<file path="config.mk">
export PLATFORM = sky130hd
export DESIGN_NAME = adc_code_decimator
export DESIGN_NICKNAME = d
export VERILOG_FILES = /design/src/rtl/adc_code_decimator.sv
export SDC_FILE = /design/constraint.sdc
export NUM_CORES = 1
export LEC_CHECK = 0
export ABC_AREA = 1
export ABC_CLOCK_PERIOD_IN_PS = 3900
export BUFFER_PORTS_ARGS = -buffer_cell sky130_fd_sc_hd__buf_2
export CAP_MARGIN = 20
export CORE_MARGIN = 5
export CORE_UTILIZATION = 40
export CTS_BUF_LIST = sky130_fd_sc_hd__clkbuf_16
export CTS_CLUSTER_DIAMETER = 100
export CTS_CLUSTER_SIZE = 40
export DETAILED_ROUTE_END_ITERATION = 10
export SLEW_MARGIN = 20
export SYNTH_ARGS = -nofsm -noshare
export SYNTH_HDL_FRONTEND = slang
export SYNTH_SLANG_ARGS = --single-unit
</file>
<file path="constraint.sdc">
create_clock -name clk -period 3.9 [get_ports clk]
set_input_delay 0.585 -clock clk [delete_from_list [all_inputs] [get_ports clk]]
set_output_delay 0.585 -clock clk [all_outputs]
set_load 0.03 [all_outputs]
</file>
<file path="src/rtl/adc_code_decimator.sv">
// Frame accumulator/decimator behind the flash ADC encoder: sums 2**LOG2_N codes,
// presents sum and truncated mean on a single-entry valid/ready output register.
module adc_code_decimator #(
    parameter int CODE_W = 4,
    parameter int LOG2_N = 3,
    parameter int FCNT_W = 16
) (
    input  logic                     clk,
    input  logic                     rst,
    input  logic                     en,
    input  logic                     b_valid,
    input  logic [CODE_W-1:0]        b,
    input  logic                     flush,
    input  logic                     out_ready,
    output logic                     out_valid,
    output logic [CODE_W+LOG2_N-1:0] out_sum,
    output logic [CODE_W-1:0]        out_avg,
    output logic                     overrun,
    input  logic                     ovr_clr,
    output logic [FCNT_W-1:0]        frame_cnt
);

    localparam int SUM_W = CODE_W + LOG2_N;

    logic [SUM_W-1:0]  acc_q, acc_d;
    logic [LOG2_N-1:0] cnt_q, cnt_d;
    logic              out_valid_q, out_valid_d;
    logic [SUM_W-1:0]  out_sum_q, out_sum_d;
    logic [CODE_W-1:0] out_avg_q, out_avg_d;
    logic              overrun_q, overrun_d;
    logic [FCNT_W-1:0] frame_cnt_q, frame_cnt_d;

    logic              take;
    logic              done;
    logic              load_ok;
    logic              load;
    logic              drop;
    logic [SUM_W-1:0]  new_sum;

    assign take    = en & b_valid & ~flush;
    // cnt counts 0..N-1, so the Nth sample arrives while cnt is all ones
    assign done    = take & (cnt_q == '1);
    assign new_sum = acc_q + SUM_W'(b);
    assign load_ok = ~out_valid_q | out_ready;
    assign load    = done & load_ok;
    assign drop    = done & ~load_ok;

    always_comb begin
        acc_d = acc_q;
        cnt_d = cnt_q;
        if (flush || done) begin
            acc_d = '0;
            cnt_d = '0;
        end else if (take) begin
            acc_d = new_sum;
            cnt_d = cnt_q + LOG2_N'(1);
        end
    end

    always_comb begin
        out_valid_d = out_valid_q;
        out_sum_d   = out_sum_q;
        out_avg_d   = out_avg_q;
        frame_cnt_d = frame_cnt_q;
        if (load) begin
            out_valid_d = 1'b1;
            out_sum_d   = new_sum;
            out_avg_d   = new_sum[SUM_W-1 -: CODE_W];
            frame_cnt_d = frame_cnt_q + FCNT_W'(1);
        end else if (out_valid_q && out_ready) begin
            out_valid_d = 1'b0;
        end
    end

    // a drop in the same cycle as a clear must leave the flag set
    always_comb begin
        overrun_d = overrun_q;
        if (drop)
            overrun_d = 1'b1;
        else if (ovr_clr)
            overrun_d = 1'b0;
    end

    always_ff @(posedge clk) begin
        if (rst) begin
            acc_q       <= '0;
            cnt_q       <= '0;
            out_valid_q <= 1'b0;
            out_sum_q   <= '0;
            out_avg_q   <= '0;
            overrun_q   <= 1'b0;
            frame_cnt_q <= '0;
        end else begin
            acc_q       <= acc_d;
            cnt_q       <= cnt_d;
            out_valid_q <= out_valid_d;
            out_sum_q   <= out_sum_d;
            out_avg_q   <= out_avg_d;
            overrun_q   <= overrun_d;
            frame_cnt_q <= frame_cnt_d;
        end
    end

    assign out_valid = out_valid_q;
    assign out_sum   = out_sum_q;
    assign out_avg   = out_avg_q;
    assign overrun   = overrun_q;
    assign frame_cnt = frame_cnt_q;

endmodule

</file>
==> results of run 1 <==
cells in the mapped netlist:
| cell | count |
|---|---|
| clkbuf_1 | 1 |
| xor2_1 | 2 |
| inv_2 | 1 |
| o31ai_1 | 1 |
| nor2_1 | 43 |
| nand3_1 | 17 |
| dfxtp_1 | 35 |
| inv_1 | 34 |
| a21oi_1 | 20 |
| o21ai_0 | 10 |
| nor2_2 | 1 |
| nor2_4 | 1 |
| fa_1 | 1 |
| or2_2 | 1 |
| a31oi_1 | 1 |
| nand4_1 | 6 |
| xnor2_1 | 2 |
| nor3_1 | 3 |
| a211oi_1 | 1 |
| nand3_2 | 2 |
| buf_2 | 3 |
| buf_4 | 5 |
| nand2_1 | 59 |
| ha_1 | 7 |
cell families (layout without fill, tap and decap cells):
| kind of cell | count (synthesis) | count (layout) | synth area share (%) |
|---|---|---|---|
| AOI/OAI and AO/OA | 33 | 33 | 9.70 |
| buffers and inverters | 44 | 83 | 10.6 |
| xor gates and xnor gates | 4 | 4 | 1.98 |
| DFF | 35 | 35 | 39.7 |
| adders and majority gates | 8 | 8 | 6.09 |
| and+or+nand+nor | 133 | 133 | 31.9 |
where the power goes:
| part | internal [mW] | switching [mW] | total (mW) |
|---|---|---|---|
| clock network | 0.232 | 0.147 | 0.378 |
| logic | 0.0120 | 0.0211 | 0.0332 |
| registers | 0.359 | 0.00109 | 0.361 |
state kept, by name (all words and copies together) (netlist names):
register and cells:
acc_q 7, overrun 1, frame_cnt 16, out_valid 1
cnt_q 3, out_sum 7
cell type report:
type,count,share of cell area [%]
multi-input combinational,178,41.5
sequential,35,33.1
clock buffer,5,5.91
inverter,35,6.20
clock inverter,3,0.709
tap,52,3.07
timing repair buffer,40,9.57
routing by layer:
layer / share of wire (%) / vias up
li1: - / 893
met1: 49 / 729
met2: 44 / 27
met3: 4.7 / 6
met4: 1.6 / 0
met5: 0 / -
tightest hold or removal path: cells and delay by family (launching register included):
| kind | cells | cell delay, ns |
|---|---|---|
| DFF | 1 | 0.31 |
| AOI/OAI and AO/OA | 1 | 0.05 |
| and+or+nand+nor | 1 | 0.06 |
worst max-delay path by stage:
stage | startpoint | end | slack (ns)
2_1_floorplan | b[0] | acc_q[4] | 2.00
3_3_place_gp | b[0] | acc_q[4] | 1.81
3_5_place_dp | b[0] | acc_q[4] | 1.76
4_1_cts | cnt_q[0] | frame_cnt[6] | 2.04
5_1_grt | cnt_q[0] | frame_cnt[6] | 1.83
6_report | cnt_q[0] | frame_cnt[6] | 2.04
per-stage QoR:
stage               hold slack, ns  cells  area (µm²)  power [mW]  setup slack [ns]
finish                       0.465    348        2120       0.772              2.04
global route                 0.490    348        2120       0.805              1.83
CTS                          0.469    348        2120       0.786              2.04
detailed placement           0.460    340        1980       0.402              1.76
global placement             0.455    340        1980       0.402              1.81
floorplan                    0.443    257        1770       0.390              2.00
==> run summary, run 1 <==
setup slack, reg-to-reg: 2.04 ns
Max clock buf depth: 2
number of ports placed on the die boundary: 40
CP Class: register to register
Unique masters post-synth: 24
portion of the post-synthesis area used by sequential elements: 39.7%
reg-to-reg endpoint: frame_cnt[6]
slowest cell delay on critical path: 0.35 ns
Worst R2R Start: cnt_q[0]
class of the most critical hold timing path: register to register
initial antenna violation count: 0
NumNets Final: 314
transition time at the pin with the least slew margin: 0.544 ns
drt wl/cell: 11.2 µm
maximum number of pins on one net before global-route repair: 19
vias per std cell: 4.76
Syn-to-layout area delta: 19.9%
met3 Usage GRT: 4.96%
Bufs and invs on worst path: 1
First-pass DRT Iterations: 4
final wirelength: 3890 µm
Die Footprint: 5850 µm²
cell taking the most area after synthesis: dfxtp_1
commonest cells after routing, fill and taps aside: nand2_1 (59), nor2_1 (43), buf_2 (39)
maximum fanout count along the critical path: 18
share of the synthesized area in the top cell type: 39.7%
HP Start: cnt_q[1]
Setup-failing EPs final: 0
status: finished, final reports clean
Synth warnings: 0
die width: 76.5 µm
DRT iter0 DRCs: 96
share of cells above drive strength 1: 17.6%
static leakage: 1.02 nW
Worst Path Required: 4.07 ns
total congestion overflow after global routing: 0
critical path cell sequence: ha_1 > ha_1 > nand4_1 > nor2_1 > buf_4 > nand2_1 > xor2_1 > nor2_1
Max H-tree Level: 2
total power divided by cell area: 364 nW/µm²
Filler cells: 454
kind of end point of the critical path: register
TritonCTS clock tree: done
routability cong.: 0.786
post-CTS resize count: 0
count of hold buffers inserted by post-cts repair: 0
Initial Utilization: 40.9%
instance count on the critical path: 8
Vert. Die Dim: 76.5 µm
family with the most delay on the worst path: simple AND/OR/NAND/NOR gates
R2R cell count: 8
drt drc: 0
post-CTS setup buffers: 0
mean instance size in the synthesized netlist: 6.87 µm²
global-route wire length before repair: 6730 µm
synthesized area: 1770 µm²
Critical-path top delay cell: dfxtp_1
highest clock rate: 0.537 GHz
Pins Over Slew Limit: 0
Final HPWL DP: 2870 µm
post-synthesis instance total: 257
total CTS buffers: 5
max-cap violations: 0
Total GRT Usage: 14.0%
post-synthesis register bit count: 35
master cell of the clock root buffer: clkbuf_16
clock-pin slew on the worst setup and hold paths: 0.05 ns
Worst slew margin: 63.7%
number of sinks driven by the clock tree: 35
final worst path period share: 47.8%
Antenna Diode Count: 0
routing usage on met2: 21.9%
count of final hold-check violations: 0
cell depth of the worst hold path: 2
most common cell after layout, fill and taps aside: nand2_1
time the final worst path needs with I/O delays and setup: 1.86 ns
via count: 1655
setup repair after global routing missed its margin: false
Min-Delay Endpoint: cnt_q[1]
Startpoint Class: register
signal arrival time at the worst endpoint: 2.03 ns
total negative setup slack: 0 ns
antenna violation net count after detailed routing: 0
GR peak layer: met2
Worst IR Drop VDD: 254 µV
PortBufs: 39
clk_lat worst skew: 0.28 ns
via count of the first global-routing pass: 1491
met1 routing resource usage after global routing: 17.6%
area taken by flip-flops and latches: 701 µm²
core area: 4320 µm²
area occupied by multi-input gates: 878 µm²
final setup skew: 0.00470 ns
leading post-synthesis cells by cell area: dfxtp_1 (40%), nand2_1 (13%), nor2_1 (9.1%), inv_1 (7.2%), a21oi_1 (5.7%)
standard-cell row count: 24
syn_nets: 276
Post-Route Utilization: 49.0%
Note: power is estimated with default switching activity, not from simulation.
==> inputs of run 2 (changes only) <==
--- a/config.mk
+++ b/config.mk
@@ -6,7 +6,7 @@
 export NUM_CORES = 1
 export LEC_CHECK = 0
 export ABC_AREA = 1
-export ABC_CLOCK_PERIOD_IN_PS = 3900
+export ABC_CLOCK_PERIOD_IN_PS = 1500
 export BUFFER_PORTS_ARGS = -buffer_cell sky130_fd_sc_hd__buf_2
 export CAP_MARGIN = 20
 export CORE_MARGIN = 5
==> constraint.sdc (replaced) <==
create_clock -name clk -period 1.5 [get_ports clk]
set_input_delay 0.225 -clock clk [delete_from_list [all_inputs] [get_ports clk]]
set_output_delay 0.225 -clock clk [all_outputs]
set_load 0.03 [all_outputs]
==> run 2 against run 1 <==
Compared with the run above: the run now ends with setup timing left; first-iteration DRC count down 8.3%; die area unchanged; combinational power rose to 3.4 times the previous value; clock skew up 0.0010 ns; flip-flop and latch count unchanged; total power rose to 3.1 times the previous value; global-route usage up 0.52 points; final cell count up 6.0%; worst hold slack worse by 0.26 ns; clock power rose to 3.6 times the previous value; cell area up 17%; sequential share of layout area down 4.6 points; critical path type unchanged; highest routed layer unchanged.
==> run summary, run 2 (same netlist as run 1, synthesis figures left out) <==
status: finished with violations
failing checks: setup timing
Initial Utilization: 40.9% (unchanged)
final worst path period share: 100% (+52 points)
clock group share of total power: 56.2% (+7.2 points)
total CTS buffers: 5 (unchanged)
final wirelength: 4420 µm (+13%)
transition time at the pin with the least slew margin: 0.289 ns (-0.255 ns)
Antenna Diode Count: 0 (unchanged)
Tot Pwr: 2.40 mW (+210%)
Worst Path Required: 1.68 ns (-2.39 ns)
final setup skew: 0.00570 ns (+0.00100 ns)
Final Instance Count excl. Fillers: 369 (+6.0%)
antenna violation net count after detailed routing: 0 (unchanged)
share of power burned in combinational logic: 4.8% (+0.5 points)
setup repair after global routing missed its margin: true
maximum number of pins on one net before global-route repair: 18 (-1)
CP Class: register to register
internal power: 1.94 mW (+220%)
highest clock rate: 0.666 GHz (+24%)
clk_lat worst skew: 0.28 ns (about the same)
die width: 76.5 µm (unchanged)
Worst slew margin: 80.7% (+17 points)
drt drc: 0 (unchanged)
initial antenna violation count: 0 (unchanged)
total congestion overflow after global routing: 0 (unchanged)
routability cong.: 0.802 (+2.0%)
Syn-to-layout area delta: 40.8%
post-route setup slack: -0.00221 ns (-2.04 ns)
via count: 1736 (+4.9%)
clock-pin slew on the worst setup and hold paths: 0.06 ns (about the same)
number of placed cells counting well taps: 355 (+4.4%)
pre-CTS setup slack: -0.106 ns (-1.86 ns)
Max H-tree Level: 2 (unchanged)
PortBufs: 39 (unchanged)
kind of end point of the critical path: register
smallest hold slack: 0.201 ns (-0.264 ns)
flip-flop count of the largest register, all copies and words added: 16 (unchanged)
Max clock buf depth: 2 (unchanged)
total negative setup slack: -0.00221 ns (-0.00221 ns)
Setup-failing EPs final: 1 (+1)
Reg power frac: 39.0% (-7.7 points)
commonest cells after routing, fill and taps aside: nand2_1 (57), buf_2 (39), nor2_1 (37)
via count of the first global-routing pass: 1560 (+4.6%)
Startpoint Class: register
time the final worst path needs with I/O delays and setup: 1.50 ns (-0.361 ns)
Final HPWL DP: 3080 µm (+7.4%)
First-pass DRT Iterations: 4 (unchanged)
DRT iter0 DRCs: 88 (-8.3%)
TritonCTS clock tree: done
share of cells above drive strength 1: 32.5% (+15 points)
switching share of total power: 19.4% (-2.5 points)
total power divided by cell area: 965 nW/µm² (+160%)
cell depth of the worst hold path: 4 (+2)
Total GRT Usage: 14.5% (+0.52 points)
R2R cell count: 8 (unchanged)
master cell of the clock root buffer: clkbuf_16
NumNets Final: 335 (+6.7%)
signal arrival time at the worst endpoint: 1.68 ns (-0.35 ns)
Pins Over Slew Limit: 0 (unchanged)
global-route wire length before repair: 7120 µm (+5.7%)
number of ports placed on the die boundary: 40 (unchanged)
most common cell after layout, fill and taps aside: nand2_1
Die Footprint: 5850 µm² (unchanged)
core area: 4320 µm² (unchanged)
max-cap violations: 0 (unchanged)
vias per std cell: 4.70 (-1.1%)
power dissipated by switching net loads: 465 µW (+180%)
Vert. Die Dim: 76.5 µm (unchanged)
class of the most critical hold timing path: primary input to register
standard-cell row count: 24 (unchanged)
maximum fanout count along the critical path: 3 (-15)
number of sinks driven by the clock tree: 35 (unchanged)
drt wl/cell: 12.0 µm (+7.0%)
Worst IR Drop VDD: 467 µV (+84%)
static leakage: 1.16 nW (+14%)
count of final hold-check violations: 0 (unchanged)
-- run 2: cell types whose count changed in the layout (fill, tap and decap cells not counted), moves of 4 or more --
| cell | before | now |
|---|---|---|
| dfxtp_2 | 0 | 6 |
| o21ai_0 | 10 | 5 |
| dfxtp_1 | 35 | 29 |
| ha_1 | 7 | 3 |
| nor2_1 | 43 | 37 |
| buf_4 | 1 | 19 |
-- run 2: power groups by stage --
| stage | logic (mW) | registers [mW] | clock network [mW] |
|---|---|---|---|
| after global routing | 0.128 | 0.937 | 1.43 |
| after global placement | 0.104 | 0.957 | 0 |
| final | 0.114 | 0.938 | 1.35 |
| after floorplan | 0.0591 | 0.956 | 0 |
| after detailed placement | 0.104 | 0.957 | 0 |
| after CTS | 0.107 | 0.937 | 1.37 |
-- run 2: critical path, stage by stage (launching register included) --
cell and delay (ns):
dfxtp_2 0.35, ha_4 0.14, inv_2 0.04, fa_2 0.35, o21ai_4 0.16, xor2_1 0.20, nand2_1 0.07, nand2_1 0.06
inv_1 0.03
-- run 2: final timing paths --
| check | from | end | slack (ns) |
|---|---|---|---|
| hold reg to reg | frame_cnt[0] | frame_cnt[0] | 0.46 |
| setup / recovery | acc_q[0] | acc_q[4] | -0.002 |
| setup reg to reg | acc_q[0] | acc_q[4] | -0.002 |
| hold / removal | ovr_clr | overrun | 0.20 |
-- run 2: layout make-up --
cell class,instances,area (µm²)
Clock buffer,5,125
Clock inverter,3,67.6
Fill cell,410,1840
Inverter,35,131
Multi-Input combinational cell,178,1020
Sequential cell,35,708
Tap cell,52,65.1
Timing Repair Buffer,61,368
-- run 2: metrics by stage --
stage | area (µm²) | utilization [%]
final | 2490 | 57.5
after global routing | 2490 | 57.5
after CTS | 2360 | 54.6
after detailed placement | 2100 | 48.5
after global placement | 2100 | 48.5
after floorplan | 1770 | -
-- run 2: repair_timing --
| item | CTS | global route |
|---|---|---|
| endpoints found under the setup margin | 22 | 32 |
| gates cloned | 0 | 2 |
| setup buffers | 3 | 1 |
| gates resized for setup | 17 | 26 |
| pin swaps | 8 | 13 |
| hold buffers | 0 | 0 |
-- run 2: per-layer routing --
metal  share of wire (%)  track usage (%)  wire, µm  up-vias
li1                    -                -         -      930
met1                  48             18.8      2100      772
met2                  48             22.7      2120       32
met3                 4.0             4.37       176        2
met4                0.50             5.24        22        0
met5                   0                0         0        -
